==> config.mk <==
export PLATFORM = sky130hd
export DESIGN_NAME = multiplexed_display_driver
export DESIGN_NICKNAME = d
export VERILOG_FILES = /design/src/rtl/multiplexed_display_driver.sv
export SDC_FILE = /design/constraint.sdc
export NUM_CORES = 1
export LEC_CHECK = 0
export BUFFER_PORTS_ARGS = -buffer_cell sky130_fd_sc_hd__clkbuf_2
export CAP_MARGIN = 20
export CORE_MARGIN = 4
export CORE_UTILIZATION = 45
export CTS_CLUSTER_SIZE = 8
export DETAILED_ROUTE_END_ITERATION = 8
export PLACE_DENSITY = 0.7
export SLEW_MARGIN = 20
export SYNTH_ARGS = -nofsm -noshare
export SYNTH_HDL_FRONTEND = slang
export SYNTH_SLANG_ARGS = --single-unit
==> constraint.sdc <==
create_clock -name clock -period 4.25 [get_ports clock]
set_input_delay 0 -clock clock [delete_from_list [all_inputs] [get_ports clock]]
set_output_delay 0 -clock clock [all_outputs]
set_load 0.05 [all_outputs]
==> src/rtl/multiplexed_display_driver.sv <==
// Multiplexed seven-segment scanner: common-anode, active-low pins, PWM brightness
// within each digit slot, leading-zero suppression and a frame-synchronous shadow latch.
module multiplexed_display_driver #(
    parameter int DIGITS   = 8,
    parameter int PRESCALE = 781
) (
    input  logic                  clock,
    input  logic                  reset,
    input  logic [4*DIGITS-1:0]   data,
    input  logic [DIGITS-1:0]     pointEnable,
    input  logic [DIGITS-1:0]     digitMask,
    input  logic                  suppressLeadingZeros,
    input  logic [3:0]            brightness,
    output logic [7:0]            segmentEnableN,
    output logic [DIGITS-1:0]     digitEnableN,
    output logic                  frameStart
);

    localparam int PW = (PRESCALE > 1) ? $clog2(PRESCALE) : 1;
    localparam int DW = (DIGITS > 1) ? $clog2(DIGITS) : 1;
    localparam logic [PW-1:0] PRESC_LAST = PW'(PRESCALE - 1);
    localparam logic [DW-1:0] DIGIT_LAST = DW'(DIGITS - 1);

    logic [PW-1:0]       presc_q, presc_d;
    logic [3:0]          slot_q, slot_d;
    logic [DW-1:0]       digit_q, digit_d;
    logic                load_pend_q, load_pend_d;
    logic                frame_start_q, frame_start_d;
    logic [7:0]          seg_q, seg_d;
    logic [DIGITS-1:0]   den_q, den_d;

    logic [4*DIGITS-1:0] sh_data_q, sh_data_d;
    logic [DIGITS-1:0]   sh_point_q, sh_point_d;
    logic [DIGITS-1:0]   sh_mask_q, sh_mask_d;
    logic                sh_supp_q, sh_supp_d;
    logic [3:0]          sh_bright_q, sh_bright_d;

    logic                tick;
    logic                frame_wrap;
    logic                load;
    logic [DIGITS-1:0]   suppressed;
    logic                lead;
    logic [3:0]          cur_nib;
    logic                cur_pt;
    logic                cur_dark;
    logic                slot_lit;

    function automatic logic [7:0] hex_seg(input logic [3:0] n);
        case (n)
            4'h0: return 8'hC0;
            4'h1: return 8'hF9;
            4'h2: return 8'hA4;
            4'h3: return 8'hB0;
            4'h4: return 8'h99;
            4'h5: return 8'h92;
            4'h6: return 8'h82;
            4'h7: return 8'hF8;
            4'h8: return 8'h80;
            4'h9: return 8'h90;
            4'hA: return 8'h88;
            4'hB: return 8'h83;
            4'hC: return 8'hC6;
            4'hD: return 8'hA1;
            4'hE: return 8'h86;
            default: return 8'h8E;
        endcase
    endfunction

    always_ff @(posedge clock) begin
        if (reset) begin
            presc_q       <= '0;
            slot_q        <= '0;
            digit_q       <= '0;
            load_pend_q   <= 1'b1;
            frame_start_q <= 1'b0;
            seg_q         <= 8'hFF;
            den_q         <= '1;
            sh_data_q     <= '0;
            sh_point_q    <= '0;
            sh_mask_q     <= '1;
            sh_supp_q     <= 1'b0;
            sh_bright_q   <= '0;
        end else begin
            presc_q       <= presc_d;
            slot_q        <= slot_d;
            digit_q       <= digit_d;
            load_pend_q   <= load_pend_d;
            frame_start_q <= frame_start_d;
            seg_q         <= seg_d;
            den_q         <= den_d;
            sh_data_q     <= sh_data_d;
            sh_point_q    <= sh_point_d;
            sh_mask_q     <= sh_mask_d;
            sh_supp_q     <= sh_supp_d;
            sh_bright_q   <= sh_bright_d;
        end
    end

    // The first load after reset holds the counters at zero so it lines up
    // with a frame-boundary load: both leave the scan at digit 0, slot 0.
    always_comb begin
        tick       = (presc_q == PRESC_LAST);
        frame_wrap = tick && (slot_q == 4'hF) && (digit_q == DIGIT_LAST);
        load       = load_pend_q || frame_wrap;

        presc_d     = presc_q;
        slot_d      = slot_q;
        digit_d     = digit_q;
        load_pend_d = 1'b0;

        if (!load_pend_q) begin
            presc_d = tick ? '0 : presc_q + 1'b1;
            if (tick) begin
                slot_d = slot_q + 1'b1;
                if (slot_q == 4'hF) begin
                    digit_d = (digit_q == DIGIT_LAST) ? '0 : digit_q + 1'b1;
                end
            end
        end

        frame_start_d = load;
        sh_data_d     = load ? data                 : sh_data_q;
        sh_point_d    = load ? pointEnable          : sh_point_q;
        sh_mask_d     = load ? digitMask            : sh_mask_q;
        sh_supp_d     = load ? suppressLeadingZeros : sh_supp_q;
        sh_bright_d   = load ? brightness           : sh_bright_q;
    end

    always_comb begin
        suppressed = '0;
        lead       = sh_supp_q;
        for (int i = DIGITS - 1; i >= 1; i--) begin
            lead          = lead && (sh_data_q[4*i +: 4] == 4'h0) && !sh_point_q[i];
            suppressed[i] = lead;
        end
    end

    always_comb begin
        cur_nib  = '0;
        cur_pt   = 1'b0;
        cur_dark = 1'b1;
        for (int i = 0; i < DIGITS; i++) begin
            if (digit_q == DW'(i)) begin
                cur_nib  = sh_data_q[4*i +: 4];
                cur_pt   = sh_point_q[i];
                cur_dark = sh_mask_q[i] | suppressed[i];
            end
        end

        seg_d = cur_dark ? 8'hFF : {~cur_pt, hex_seg(cur_nib)[6:0]};

        // Slot 0 stays dark so segment changes never land under a lit digit.
        slot_lit = (slot_q != 4'h0) && (slot_q <= sh_bright_q);
        den_d    = '1;
        for (int i = 0; i < DIGITS; i++) begin
            if (slot_lit && (digit_q == DW'(i))) begin
                den_d[i] = 1'b0;
            end
        end
    end

    assign segmentEnableN = seg_q;
    assign digitEnableN   = den_q;
    assign frameStart     = frame_start_q;

endmodule
======== Word level (Yosys, flattened, before mapping) ========
Memories as Yosys holds them, arrays and structs flattened. A register that Yosys moved wholly into a read port is not among the register bits.
Cells that the tools add are included.
storage, ports and cells
  register bits ........................... 88
  memory bits (read-only) ................. 112
  input port bits ......................... 55
  output and inout bits ................... 17
  memories kept ........................... 1
memory list
  name              words  bits a word  rd ports  clocked after memory_dff  write ports  RTL line  text
  (name not given)  16     7            1         1                         0            49        case (n)
cells by class
  add/sub/neg operators ................... 3
  magnitude comparators ................... 1
  equal/unequal tests ..................... 9
  muxes and demuxes ....................... 35
  bitwise logic cells ..................... 9
  reductions and logical operators ........ 45
operators with widths
  kind                                                  number
  two-way mux 4 bit                                     8
  zero test 4 bit                                       7
  logical AND 1 bit                                     25
  two-way mux 1 bit                                     25
  equality test 3 bit (second input constant)           4
  adder 10 x 1 -> 10 bit (second input constant)        1
  equality test 10 bit (second input constant)          1
  two-way mux 10 bit                                    1
  zero test 1 bit                                       7
  bitwise OR 1 bit                                      7
  equality test 3 x 2 -> 1 bit (second input constant)  2
  adder 4 x 1 -> 4 bit (second input constant)          1
  equality test 4 bit (second input constant)           1
  less-or-equal comparator 4 bit                        1
  nonzero test 4 bit                                    1
  adder 3 x 1 -> 3 bit (second input constant)          1
  equality test 3 x 1 -> 1 bit (second input constant)  1
  zero test 3 bit                                       1
  two-way mux 3 bit                                     1
  AND reduction 3 bit                                   1
  NOT 1 bit                                             2
  AND reduction 2 bit                                   1
  OR reduction 2 bit                                    1
  logical OR 1 bit                                      1

======== Depth between registers and ports, before layout ========
Gate-level depths: netlist of the first run.
  word-level depth ........................ 24
  depth in mapped cells ................... 14
  gate-level depth less buffers ........... 11

======== Worst setup path after synthesis of the first run ========
OpenSTA, ideal clock, no wires.
  kind .................................... register to register
  start point ............................. register digit_q[2]
  end point ............................... register seg_q[3], in the netlist segmentEnableN[3]
  data arrival time ....................... 3,027 ps
  required time ........................... 4,171 ps
  setup slack ............................. 1,144 ps
  cell stages (with the launch flop) ...... 15
  buffers on the path ..................... 3
  period minus slack after synthesis ...... 3,106 ps
  cell sequence ........................... dfxtp_1 buf_2 inv_1 clkbuf_1 ha_1 clkbuf_1 nand2_1 o21ai_0 a31oi_1 o31ai_1 inv_1 ha_1 or3_1 a21o_1 o211ai_1
between the ends
  cells in the longest elaborated chain, start to end .. 10
RTL lines
  item                            RTL line  text
  from (decl)                     26        logic [DW-1:0] digit_q, digit_d;
  from (signal assigned)          86        digit_q <= digit_d;
  zero test 3 bit                 143       if (digit_q == DW'(i)) begin
  two-way mux 1 bit (8 in a row)  143
  OR reduction 2 bit (no line)    n/a
  to (decl)                       29        logic [7:0] seg_q, seg_d;
Several ways; a longest one is shown, not always the timed one.
A chain may end at the register's enable or synchronous reset.

======== Worst setup path in the final report of the first run ========
  start point ............................. register digit_q[0]
  end point ............................... register seg_q[3], in the netlist segmentEnableN[3]
Same word-level chain as after synthesis.

==> impl_summary.log, run 1 <==
[metrics] final number of max-transition violations: 0
[metrics] CTS-repair resized insts: 0
[metrics] worst path required time: 4.53 ns
[metrics] pwr dens: 330.2 nW/um^2
[metrics] run status: finished, final reports clean
[metrics] crit-path max FO: 29
[metrics] total negative slack: 0 ns
[metrics] layout-stage area growth over the synthesis result: 27.09%
[metrics] post-route cell area: 5411 sq um
[metrics] leading cell types in the layout, fill and taps excluded: sky130_fd_sc_hd__nand2_1, sky130_fd_sc_hd__dfxtp_1, sky130_fd_sc_hd__clkbuf_2, sky130_fd_sc_hd__a21oi_1, sky130_fd_sc_hd__dlygate4sd3_1
[metrics] cell count after synthesis: 525
[metrics] Worst path slowest cell: sky130_fd_sc_hd__ha_1
[metrics] Final Util: 58.56%
[metrics] setup repair after global routing missed its margin: no
[metrics] hold crit path type: in2reg
[metrics] I/O pin count: 72
[metrics] min-delay src: reset
[metrics] ratio of cells with drive above 1 in the final layout: 16.82%
[metrics] element type at the critical path start: register
[metrics] end of the worst register-to-register path: segmentEnableN[3]$_SDFF_PP1_
[metrics] initial standard-cell utilization of the core: 46.08%
[metrics] cell depth of the worst min-delay path: 1
[metrics] met3 track demand over resource in global routing: 2.878%
[metrics] first-pass GRT wire length: 17810 microns
[metrics] crit path time final: 3.309 ns
[metrics] largest voltage drop on the vdd net: 176.6 uV
[metrics] Max-Slew Margin vs Limit: 39.02%
[metrics] placeable core area: 9240 sq um
[metrics] net total in the final layout: 707
[metrics] number of warning messages in the yosys log: 0
[metrics] number of CTS-inserted buffers: 9
[metrics] global route total overflow: 0
[metrics] Mapped Nets: 600
[metrics] depth of the worst register-to-register path: 10
[metrics] #FFs+latches synth: 88
[metrics] number of sinks handled by clock tree synthesis: 88
[metrics] post-CTS setup buffer count: 0
[metrics] Design Power: 1.787 mW
[metrics] maximum count of clock buffers along a single path: 2
[metrics] CTS tree: built
[metrics] largest net degree at the start of global routing: 45
[metrics] category of the critical setup timing path: reg2reg
[metrics] Final Setup Violations: 0
[metrics] number of unique standard cell types used by synthesis: 58
[metrics] part of the Yosys area used for sequential elements: 41.38%
[metrics] Max Fclk: 302.2 MHz
[metrics] biggest cell delay along the critical path: 0.79 ns
[metrics] Placement Rows: 35
[metrics] post-synthesis average cell area: 8.110 sq um
[metrics] via count of the first global-routing pass: 3765
[metrics] data arrival time of the critical path: 3.59 ns
[metrics] endpoint with the worst hold slack: load_pend_q$_DFF_P_
[metrics] timing startpoint of the critical path: digit_q[0]$_SDFFE_PP0P_
[metrics] number of vias after detailed routing: 3943
[metrics] count of hold buffers inserted by post-cts repair: 53
[metrics] most common library cell in the layout ignoring fill and taps: sky130_fd_sc_hd__nand2_1
[metrics] ANT cells: 0
[metrics] Post-synth EDFFs: 0
[metrics] DRC viols: 0
[metrics] master cell of the clock root buffer: sky130_fd_sc_hd__clkbuf_8
[metrics] Post-Place Setup Slack: 1.011 ns
[metrics] async set-reset flop share out of synthesis: 0%
[metrics] clock-pin transition on the worst setup and hold timing paths: 0.08 ns
[metrics] launch point of the worst reg-to-reg path: digit_q[0]$_SDFFE_PP0P_
[metrics] antenna violations before repair: 0
[metrics] Worst setup EP type: register
[metrics] final clock skew: 0.007831 ns
[metrics] maxcap violations: 0
[metrics] H-tree levels: 3
[metrics] final hold viol count: 0
[metrics] flip-flop cell with the highest count after synthesis: sky130_fd_sc_hd__dfxtp_1
[metrics] estimated wirelength of the detail-placed design: 7249 microns
[metrics] overall die width: 105.3 microns
[metrics] global routing usage on met1: 26.53%
[metrics] Finished Layout Cells: 765
[metrics] DRT antenna net count: 0
[metrics] IO Port Bufs: 71
[metrics] fill cell total of the finished layout: 819
[metrics] final critical-path share of the clock period: 77.85%
[metrics] dpl cell area: 4646 sq um
[metrics] Total Routing Usage GR: 19.35%
[metrics] worst-skew pair later-pin latency: 0.35 ns
[metrics] via density per instance: 5.154
[metrics] average detailed-routed wire length per instance: 13.84 microns
[metrics] Mapped Area: 4258 sq um
[metrics] final hold slack: 0.1587 ns
[metrics] DIE AREA: 11080 sq um
[metrics] fraction of met2 tracks used by global routing: 30.87%
[metrics] Worst Tran Pin Value: 0.9147 ns
[metrics] ordered cell list for the critical path: ha_1 -> a211oi_1 -> o21ai_0 -> a21oi_1 -> o21ai_0 -> inv_1 -> ha_1 -> or3_1 -> a21o_1 -> o211ai_1
[metrics] worst-case register-to-register setup slack: 0.94 ns
[metrics] static leakage: 2.229 nW
[metrics] Worst Slack Setup Final: 0.9415 ns
[metrics] highest-utilization routing layer at the global route stage: met2
[metrics] global placement routability congestion: 0.9555
[metrics] placed cell count: 697
[metrics] DRT Wirelength: 10590 microns
[metrics] TritonRoute pass-1 iters: 5
[metrics] Die Ht: 105.3 microns
[metrics] number of DRC markers in iteration 0: 265
-- power breakdown --
group	leakage (nW)	total, mW	internal, mW	switching, mW
Sequential	0.722	0.888	0.859	0.0292
Clock	0.117	0.686	0.404	0.282
Combinational	1.39	0.213	0.104	0.109
Total	2.23	1.79	1.37	0.420
-- critical path, delay by kind of cell (launching register included) --
kind	cells	cell delay, ns
buffers and inverters	1	0.19
adders and majority gates	2	1.12
AOI/OAI and AO/OA	6	1.13
DFF	1	0.41
and+or+nand+nor	1	0.37
-- cells by family after synthesis --
| family | count (synthesis) | synth area share, % |
|---|---|---|
| AO/OA/AOI/OAI | 117 | 17.10 |
| XOR/XNOR | 11 | 2.263 |
| adder cells (fa/ha/maj) | 20 | 5.877 |
| buffers and inverters | 51 | 5.760 |
| flip-flops | 88 | 41.38 |
| multiplexers | 8 | 1.910 |
| AND/OR/NAND/NOR | 230 | 25.71 |
-- sequential cells by signal, indices dropped and copies added (netlist names) --
name	cells
digitEnableN	8
digit_q	3
frameStart	1
load_pend_q	1
presc_q	10
segmentEnableN	8
sh_bright_q	4
sh_data_q	32
sh_mask_q	8
sh_point_q	8
sh_supp_q	1
slot_q	4
-- synth_stat cells (all sizes together) (4+ instances only) --
cell type  number  area share, %
xnor2           5            1.0
nor2b           4           0.59
ha             20            5.9
nand3          12            1.4
nand3b          9            1.6
a21o            6            1.1
nand4           7            1.4
a211oi          5           0.88
nor4            4            1.1
nand2         136             12
or4             5           0.97
mux2i           7            1.6
nand2b          7            1.0
xor2            6            1.2
nor2           29            2.6
dfxtp          88             41
o211ai          5            1.0
buf            19            2.7
inv            18            1.6
o21ai          15            1.8
clkbuf         14            1.5
a21oi          60            7.1
-- final cells by class --
cell class	instances	area (sq um)	area share (%)
Inverter	18	67.56	1.249
Timing Repair Buffer	129	923.4	17.06
Clock inverter	3	90.09	1.665
Clock buffer	12	145.1	2.682
Multi-Input combinational cell	386	2262	41.80
Sequential cell	88	1762	32.55
Tap cell	129	161.4	2.983
-- how the worst max path moves through the flow --
stage / to / slack, ns / cells past startpoint
2_1_floorplan: segmentEnableN[3]$_SDFF_PP1_ / 1.14 / 14
3_3_place_gp: segmentEnableN[3]$_SDFF_PP1_ / 1.13 / 10
3_5_place_dp: segmentEnableN[3]$_SDFF_PP1_ / 1.01 / 10
4_1_cts: segmentEnableN[3]$_SDFF_PP1_ / 0.98 / 10
5_1_grt: segmentEnableN[3]$_SDFF_PP1_ / 0.63 / 10
6_report: segmentEnableN[3]$_SDFF_PP1_ / 0.94 / 10
-- per-layer routing --
layer / vias up / routed length, microns
li1: 2002 / -
met1: 1812 / 5066
met2: 114 / 4875
met3: 15 / 471
met4: 0 / 174
met5: - / 0
Power figures use the tool's default switching activity.
==> inputs of run 2 (changes only) <==
==> constraint.sdc (replaced) <==
create_clock -name clock -period 3.2 [get_ports clock]
set_input_delay 0 -clock clock [delete_from_list [all_inputs] [get_ports clock]]
set_output_delay 0 -clock clock [all_outputs]
set_load 0.05 [all_outputs]
==> impl_summary.log, run 2 (synthesis results as in run 1) <==
[metrics] first-pass GRT wire length: 18820 microns (was 17810 microns)
[metrics] launch point of the worst reg-to-reg path: digit_q[0]$_SDFFE_PP0P_ (unchanged)
[metrics] global routing usage on met1: 27.15% (was 26.53%)
[metrics] category of the critical setup timing path: reg2reg (unchanged)
[metrics] element type at the critical path start: register (unchanged)
[metrics] total negative slack: 0 ns (unchanged)
[metrics] fraction of met2 tracks used by global routing: 34.34% (was 30.87%)
[metrics] master cell of the clock root buffer: sky130_fd_sc_hd__clkbuf_8 (unchanged)
[metrics] TritonRoute pass-1 iters: 4 (was 5)
[metrics] number of sinks handled by clock tree synthesis: 88 (unchanged)
[metrics] overall die width: 105.3 microns (unchanged)
[metrics] switching fraction of total power: 25.17% (was 23.49%)
[metrics] final critical-path share of the clock period: 90.63% (was 77.85%)
[metrics] Worst Slack Setup Final: 0.2998 ns (was 0.9415 ns)
[metrics] min-delay src: reset (unchanged)
[metrics] number of vias after detailed routing: 4000 (was 3943)
[metrics] pwr dens: 423.4 nW/um^2 (was 330.2 nW/um^2)
[metrics] setup repair after global routing missed its margin: no (unchanged)
[metrics] Final Setup Violations: 0 (unchanged)
[metrics] largest registers: sh_data_q: 32 flops, presc_q: 10 flops (unchanged)
[metrics] worst-skew pair later-pin latency: 0.36 ns (was 0.35 ns)
[metrics] register with the most flip-flops: sh_data_q (unchanged)
[metrics] hold crit path type: in2reg (unchanged)
[metrics] maximum count of clock buffers along a single path: 2 (unchanged)
[metrics] DRT Wirelength: 11180 microns (was 10590 microns)
[metrics] DRC viols: 0 (unchanged)
[metrics] crit-path max FO: 11 (was 29)
[metrics] most common library cell in the layout ignoring fill and taps: sky130_fd_sc_hd__nand2_1 (unchanged)
[metrics] Max Fclk: 344.8 MHz (was 302.2 MHz)
[metrics] average detailed-routed wire length per instance: 14.42 microns (was 13.84 microns)
[metrics] Sw Pwr: 0.5847 mW (was 0.4198 mW)
[metrics] via count of the first global-routing pass: 3988 (was 3765)
[metrics] DIE AREA: 11080 sq um (unchanged)
[metrics] Worst setup EP type: register (unchanged)
[metrics] CTS tree: built (unchanged)
[metrics] H-tree levels: 3 (unchanged)
[metrics] Total Routing Usage GR: 20.72% (was 19.35%)
[metrics] number of DRC markers in iteration 0: 260 (was 265)
[metrics] via density per instance: 5.161 (was 5.154)
[metrics] highest-utilization routing layer at the global route stage: met2 (unchanged)
[metrics] ratio of cells with drive above 1 in the final layout: 18.58% (was 16.82%)
[metrics] worst path required time: 3.48 ns (was 4.53 ns)
[metrics] final number of max-transition violations: 0 (unchanged)
[metrics] DRT antenna net count: 0 (unchanged)
[metrics] global route total overflow: 0 (unchanged)
[metrics] static leakage: 2.278 nW (was 2.229 nW)
[metrics] part of the power in combinational logic: 12.4% (was 11.9%)
[metrics] portion of total power attributed to the clock network: 36.8% (was 38.4%)
[metrics] Largest register FFs: 32 (unchanged)
[metrics] placeable core area: 9240 sq um (unchanged)
[metrics] layout-stage area growth over the synthesis result: 28.89% (was 27.09%)
[metrics] largest voltage drop on the vdd net: 211.9 uV (was 176.6 uV)
[metrics] Max-Slew Margin vs Limit: 62.49% (was 39.02%)
[metrics] ANT cells: 0 (unchanged)
[metrics] Worst Tran Pin Value: 0.5626 ns (was 0.9147 ns)
[metrics] Placement Rows: 35 (unchanged)
[metrics] crit path time final: 2.900 ns (was 3.309 ns)
[metrics] run status: finished, final reports clean (unchanged)
[metrics] met3 track demand over resource in global routing: 4.348% (was 2.878%)
[metrics] initial standard-cell utilization of the core: 46.08% (unchanged)
[metrics] Int Power: 1.739 mW (was 1.367 mW)
[metrics] leading cell types in the layout, fill and taps excluded: sky130_fd_sc_hd__nand2_1, sky130_fd_sc_hd__dfxtp_1, sky130_fd_sc_hd__clkbuf_2, sky130_fd_sc_hd__a21oi_1, sky130_fd_sc_hd__dlygate4sd3_1 (unchanged)
[metrics] Die Ht: 105.3 microns (unchanged)
[metrics] I/O pin count: 72 (unchanged)
[metrics] global placement routability congestion: 0.9141 (was 0.9555)
[metrics] data arrival time of the critical path: 3.18 ns (was 3.59 ns)
[metrics] estimated wirelength of the detail-placed design: 7652 microns (was 7249 microns)
[metrics] maxcap violations: 0 (unchanged)
[metrics] clock-pin transition on the worst setup and hold timing paths: 0.09 ns (was 0.08 ns)
[metrics] final clock skew: 0.01336 ns (was 0.007831 ns)
[metrics] IO Port Bufs: 71 (unchanged)
[metrics] final hold viol count: 0 (unchanged)
[metrics] largest net degree at the start of global routing: 45 (unchanged)
[metrics] number of CTS-inserted buffers: 9 (unchanged)
[metrics] timing startpoint of the critical path: digit_q[0]$_SDFFE_PP0P_ (unchanged)
[metrics] portion of total power attributed to sequential cells: 50.8% (was 49.7%)
[metrics] net total in the final layout: 717 (was 707)
[metrics] antenna violations before repair: 0 (unchanged)
[metrics] Post-Place Setup Slack: 0.1084 ns (was 1.011 ns)
==> run 2: cell types whose count changed in the layout (fill, tap and decap cells not counted), sizes merged <==
cell      previous run  this run
clkinvlp             0         1
bufinv               3         2
clkbuf              83        81
buf                  5        15
clkinv               0         2
==> run 2: final timing paths <==
check	to	slack [ns]	cells after the start
worst max-delay path	segmentEnableN[3]$_SDFF_PP1_	0.30	10
worst max register to register	segmentEnableN[3]$_SDFF_PP1_	0.30	10
worst min register to register	sh_data_q[3]$_SDFFE_PP0P_	0.46	2
worst min-delay path	load_pend_q$_DFF_P_	0.17	1
==> run 2: repair_timing <==
item,4_1_cts,5_1_grt
gates resized for setup,0,1
hold buffers,53,0
hold endpoints to repair,53,0
buffers inserted,0,0
endpoints found under the setup margin,0,3
==> run 2: through the flow <==
step                instances  utilization, %  instance area (sq um)  hold slack [ns]  power [mW]
floorplan                 525               -                   4258          0.02772       1.356
global placement          707           51.23                   4733           0.2077       1.432
detailed placement        707           51.23                   4733           0.2142       1.439
CTS                       775           59.34                   5483           0.1761       2.338
global route              775           59.39                   5488           0.2018       2.428
finish                    775           59.39                   5488           0.1719       2.323
==> run 2: routing by layer <==
layer / wire length, microns / vias to the layer above
met5: 0 / -
met4: 189 / 0
met3: 585 / 16
met2: 5239 / 100
met1: 5162 / 1858
li1: - / 2026
==> run 2: worst max-delay path, stage by stage (launching register included) <==
cell	delay (ns)
sky130_fd_sc_hd__dfxtp_1	0.42
sky130_fd_sc_hd__ha_1	0.40
sky130_fd_sc_hd__a211oi_1	0.13
sky130_fd_sc_hd__o21ai_0	0.18
sky130_fd_sc_hd__a31oi_1	0.07
sky130_fd_sc_hd__o31ai_2	0.48
sky130_fd_sc_hd__inv_1	0.17
sky130_fd_sc_hd__ha_1	0.34
sky130_fd_sc_hd__or3_1	0.37
sky130_fd_sc_hd__a21o_1	0.18
sky130_fd_sc_hd__o211ai_1	0.09
==> run 2: area by class of cell <==
| cell class | instances | area, sq um |
|---|---|---|
| sequential | 88 | 1762 |
| fill | 838 | 3752 |
| inverter | 18 | 67.56 |
| clock inverter | 5 | 81.33 |
| timing repair buffer | 139 | 1011 |
| multi-input combinational | 386 | 2267 |
| clock buffer | 10 | 137.6 |
| tap | 129 | 161.4 |
==> run 2: power by group through the flow <==
stage / Combinational, mW / Sequential, mW / Clock [mW]
after CTS: 0.285 / 1.18 / 0.873
after floorplan: 0.149 / 1.21 / 0
final: 0.287 / 1.18 / 0.856
after global routing: 0.321 / 1.19 / 0.922
after detailed placement: 0.234 / 1.20 / 0
after global placement: 0.228 / 1.20 / 0
==> inputs of run 3 (changes only) <==
--- a/config.mk
+++ b/config.mk
@@ -11,7 +11,8 @@
 export CORE_UTILIZATION = 45
 export CTS_CLUSTER_SIZE = 8
 export DETAILED_ROUTE_END_ITERATION = 8
-export PLACE_DENSITY = 0.7
+export HOLD_SLACK_MARGIN = 0.03
+export PLACE_DENSITY_LB_ADDON = 0.15
 export SLEW_MARGIN = 20
 export SYNTH_ARGS = -nofsm -noshare
 export SYNTH_HDL_FRONTEND = slang
==> impl_summary.log, run 3 (synthesis results as in run 1) <==
[metrics] overall die width: 105.3 microns (unchanged)
[metrics] master cell of the clock root buffer: sky130_fd_sc_hd__clkbuf_8 (unchanged)
[metrics] H-tree levels: 3 (unchanged)
[metrics] hold crit path type: in2reg (unchanged)
[metrics] CTS tree: built (unchanged)
[metrics] biggest cell delay along the critical path: 0.47 ns (was 0.48 ns)
[metrics] final clock skew: 0.006253 ns (was 0.01336 ns)
[metrics] kind of cell adding the most delay to the critical path: compound AO/OA/AOI/OAI gates (unchanged)
[metrics] largest net degree at the start of global routing: 55 (was 45)
[metrics] via count of the first global-routing pass: 3858 (was 3988)
[metrics] Design Power: 2.452 mW (was 2.323 mW)
[metrics] launch point of the worst reg-to-reg path: digit_q[0]$_SDFFE_PP0P_ (unchanged)
[metrics] largest voltage drop on the vdd net: 274.3 uV (was 211.9 uV)
[metrics] ANT cells: 0 (unchanged)
[metrics] most common library cell in the layout ignoring fill and taps: sky130_fd_sc_hd__nand2_1 (unchanged)
[metrics] DIE AREA: 11080 sq um (unchanged)
[metrics] Worst setup EP type: register (unchanged)
[metrics] global placement routability congestion: 0.8761 (was 0.9141)
[metrics] wire length on met2: 5108 microns (was 5239 microns)
[metrics] estimated wirelength of the detail-placed design: 7357 microns (was 7652 microns)
[metrics] final hold viol count: 0 (unchanged)
[metrics] clock-pin transition on the worst setup and hold timing paths: 0.08 ns (was 0.09 ns)
[metrics] Die Ht: 105.3 microns (unchanged)
[metrics] worst-skew pair later-pin latency: 0.35 ns (was 0.36 ns)
[metrics] IO Port Bufs: 71 (unchanged)
[metrics] top layer in use: met4 (unchanged)
[metrics] TritonRoute pass-1 iters: 4 (unchanged)
[metrics] final critical-path share of the clock period: 89.41% (was 90.63%)
[metrics] ratio of cells with drive above 1 in the final layout: 18.14% (was 18.58%)
[metrics] final number of max-transition violations: 0 (unchanged)
[metrics] Max Fclk: 349.5 MHz (was 344.8 MHz)
[metrics] number of DRC markers in iteration 0: 152 (was 260)
[metrics] Final Util: 59.68% (was 59.39%)
[metrics] crit path time final: 2.861 ns (was 2.900 ns)
[metrics] global route total overflow: 0 (unchanged)
[metrics] DRT Wirelength: 10850 microns (was 11180 microns)
[metrics] routed length on met3: 589 microns (was 585 microns)
[metrics] worst path required time: 3.48 ns (about the same)
[metrics] instance count on the critical path: 12 (was 10)
[metrics] I/O pin count: 72 (unchanged)
[metrics] dpl cell area: 4718 sq um (was 4733 sq um)
[metrics] maxcap violations: 0 (unchanged)
[metrics] timing startpoint of the critical path: digit_q[0]$_SDFFE_PP0P_ (unchanged)
[metrics] setup repair after global routing missed its margin: no (unchanged)
[metrics] Worst Tran Pin Value: 0.6030 ns (was 0.5626 ns)
[metrics] Max-Slew Margin vs Limit: 59.80% (was 62.49%)
[metrics] depth of the worst register-to-register path: 12 (was 10)
[metrics] average detailed-routed wire length per instance: 14.02 microns (was 14.42 microns)
[metrics] Final Setup Violations: 0 (unchanged)
[metrics] DRT antenna net count: 0 (unchanged)
[metrics] post-route cell area: 5514 sq um (was 5488 sq um)
[metrics] ordered cell list for the critical path: ha_1 -> ha_1 -> buf_4 -> nand2_1 -> o21ai_0 -> a31oi_1 -> o31ai_2 -> inv_1 -> ha_1 -> or3_1 -> a21o_1 -> o211ai_1 (was ha_1 -> a211oi_1 -> o21ai_0 -> a31oi_1 -> o31ai_2 -> inv_1 -> ha_1 -> or3_1 -> a21o_1 -> o211ai_1)
[metrics] maximum count of clock buffers along a single path: 2 (unchanged)
[metrics] final hold slack: 0.1280 ns (was 0.1719 ns)
[metrics] largest registers: sh_data_q: 32 flops, presc_q: 10 flops (unchanged)
[metrics] data arrival time of the critical path: 3.14 ns (was 3.18 ns)
[metrics] worst-case register-to-register setup slack: 0.34 ns (was 0.30 ns)
[metrics] number of CTS-inserted buffers: 9 (unchanged)
[metrics] pwr dens: 444.8 nW/um^2 (was 423.4 nW/um^2)
[metrics] total negative slack: 0 ns (unchanged)
[metrics] element type at the critical path start: register (unchanged)
[metrics] Largest register FFs: 32 (unchanged)
[metrics] wire length the detailed router placed on met1: 5061 microns (was 5162 microns)
[metrics] post-CTS setup buffer count: 0 (unchanged)
[metrics] number of vias after detailed routing: 3905 (was 4000)
[metrics] initial standard-cell utilization of the core: 46.08% (unchanged)
[metrics] Placement Rows: 35 (unchanged)
[metrics] layout-stage area growth over the synthesis result: 29.50% (was 28.89%)
[metrics] Total Routing Usage GR: 20.19% (was 20.72%)
[metrics] first-pass GRT wire length: 18270 microns (was 18820 microns)
[metrics] static leakage: 2.287 nW (was 2.278 nW)
[metrics] end of the worst register-to-register path: segmentEnableN[3]$_SDFF_PP1_ (unchanged)
[metrics] number of sinks handled by clock tree synthesis: 88 (unchanged)
[metrics] net total in the final layout: 715 (was 717)
[metrics] buffers and inverters on the worst path: 2 (was 1)
[metrics] crit-path max FO: 6 (was 11)
[metrics] antenna violations before repair: 0 (unchanged)
[metrics] leading cell types in the layout, fill and taps excluded: sky130_fd_sc_hd__nand2_1, sky130_fd_sc_hd__dfxtp_1, sky130_fd_sc_hd__clkbuf_2, sky130_fd_sc_hd__a21oi_1, sky130_fd_sc_hd__dlygate4sd3_1 (unchanged)
[metrics] Worst path slowest cell: sky130_fd_sc_hd__o31ai_2 (unchanged)
[metrics] DRC viols: 0 (unchanged)
[metrics] cell type with the highest occurrence count on the critical path: sky130_fd_sc_hd__ha_1 (unchanged)
[metrics] placeable core area: 9240 sq um (unchanged)
[metrics] category of the critical setup timing path: reg2reg (unchanged)
[metrics] register with the most flip-flops: sh_data_q (unchanged)
[metrics] via density per instance: 5.045 (was 5.161)
[metrics] run status: finished, final reports clean (unchanged)
[metrics] capturing instance or port of the critical path: segmentEnableN[3]$_SDFF_PP1_ (unchanged)
[run 3: area by class of cell]
cell class	instances	area, sq um
multi-input cells	386	2267
fillers	834	3726
inverters	18	67.56
well taps	129	161.4
clock inverters	5	128.9
flip-flops and latches	88	1762
clock buffers	11	131.4
repair buffers	137	996.0
[run 3: what timing repair did]
action | CTS | global route
resized for setup | 0 | 1
hold endpoints to repair | 53 | 0
hold buffers | 53 | 0
endpoints found under the setup margin | 0 | 1
[run 3: per-layer routing]
layer / vias up / GRT usage, %
met5: - / 0
met4: 0 / 5.248
met3: 8 / 4.654
met2: 92 / 33.33
met1: 1783 / 26.56
li1: 2022 / -
[run 3: worst min path at each step]
stage / cells past startpoint / startpoint / to
finish: 2 / reset / sh_data_q[28]$_SDFFE_PP0P_
global route: 2 / reset / slot_q[2]$_SDFFE_PP0P_
CTS: 2 / reset / sh_data_q[28]$_SDFFE_PP0P_
detailed placement: 3 / digitMask[1] / sh_mask_q[1]$_SDFFE_PP1P_
global placement: 3 / digitMask[1] / sh_mask_q[1]$_SDFFE_PP1P_
floorplan: 0 / reset / load_pend_q$_DFF_P_
[run 3: power breakdown]
part	switching, mW	internal (mW)	total [mW]
Clock	0.389	0.600	0.989
Sequential	0.0379	1.14	1.18
Combinational	0.144	0.140	0.284
[run 3: worst register-to-register path, stage by stage, from the launching register on]
cell and delay [ns]:
sky130_fd_sc_hd__dfxtp_1 0.42, sky130_fd_sc_hd__ha_1 0.21, sky130_fd_sc_hd__ha_1 0.20, sky130_fd_sc_hd__buf_4 0.16
sky130_fd_sc_hd__nand2_1 0.07, sky130_fd_sc_hd__o21ai_0 0.08, sky130_fd_sc_hd__a31oi_1 0.07, sky130_fd_sc_hd__o31ai_2 0.47
sky130_fd_sc_hd__inv_1 0.16, sky130_fd_sc_hd__ha_1 0.33, sky130_fd_sc_hd__or3_1 0.38, sky130_fd_sc_hd__a21o_1 0.18
sky130_fd_sc_hd__o211ai_1 0.08
[run 3: per-stage QoR]
stage	cells	worst slack [ns]
after floorplan	525	0.09426
after global placement	705	0.2516
after detailed placement	705	0.1447
after CTS	774	0.1102
after global routing	774	0.07344
final	774	0.3387
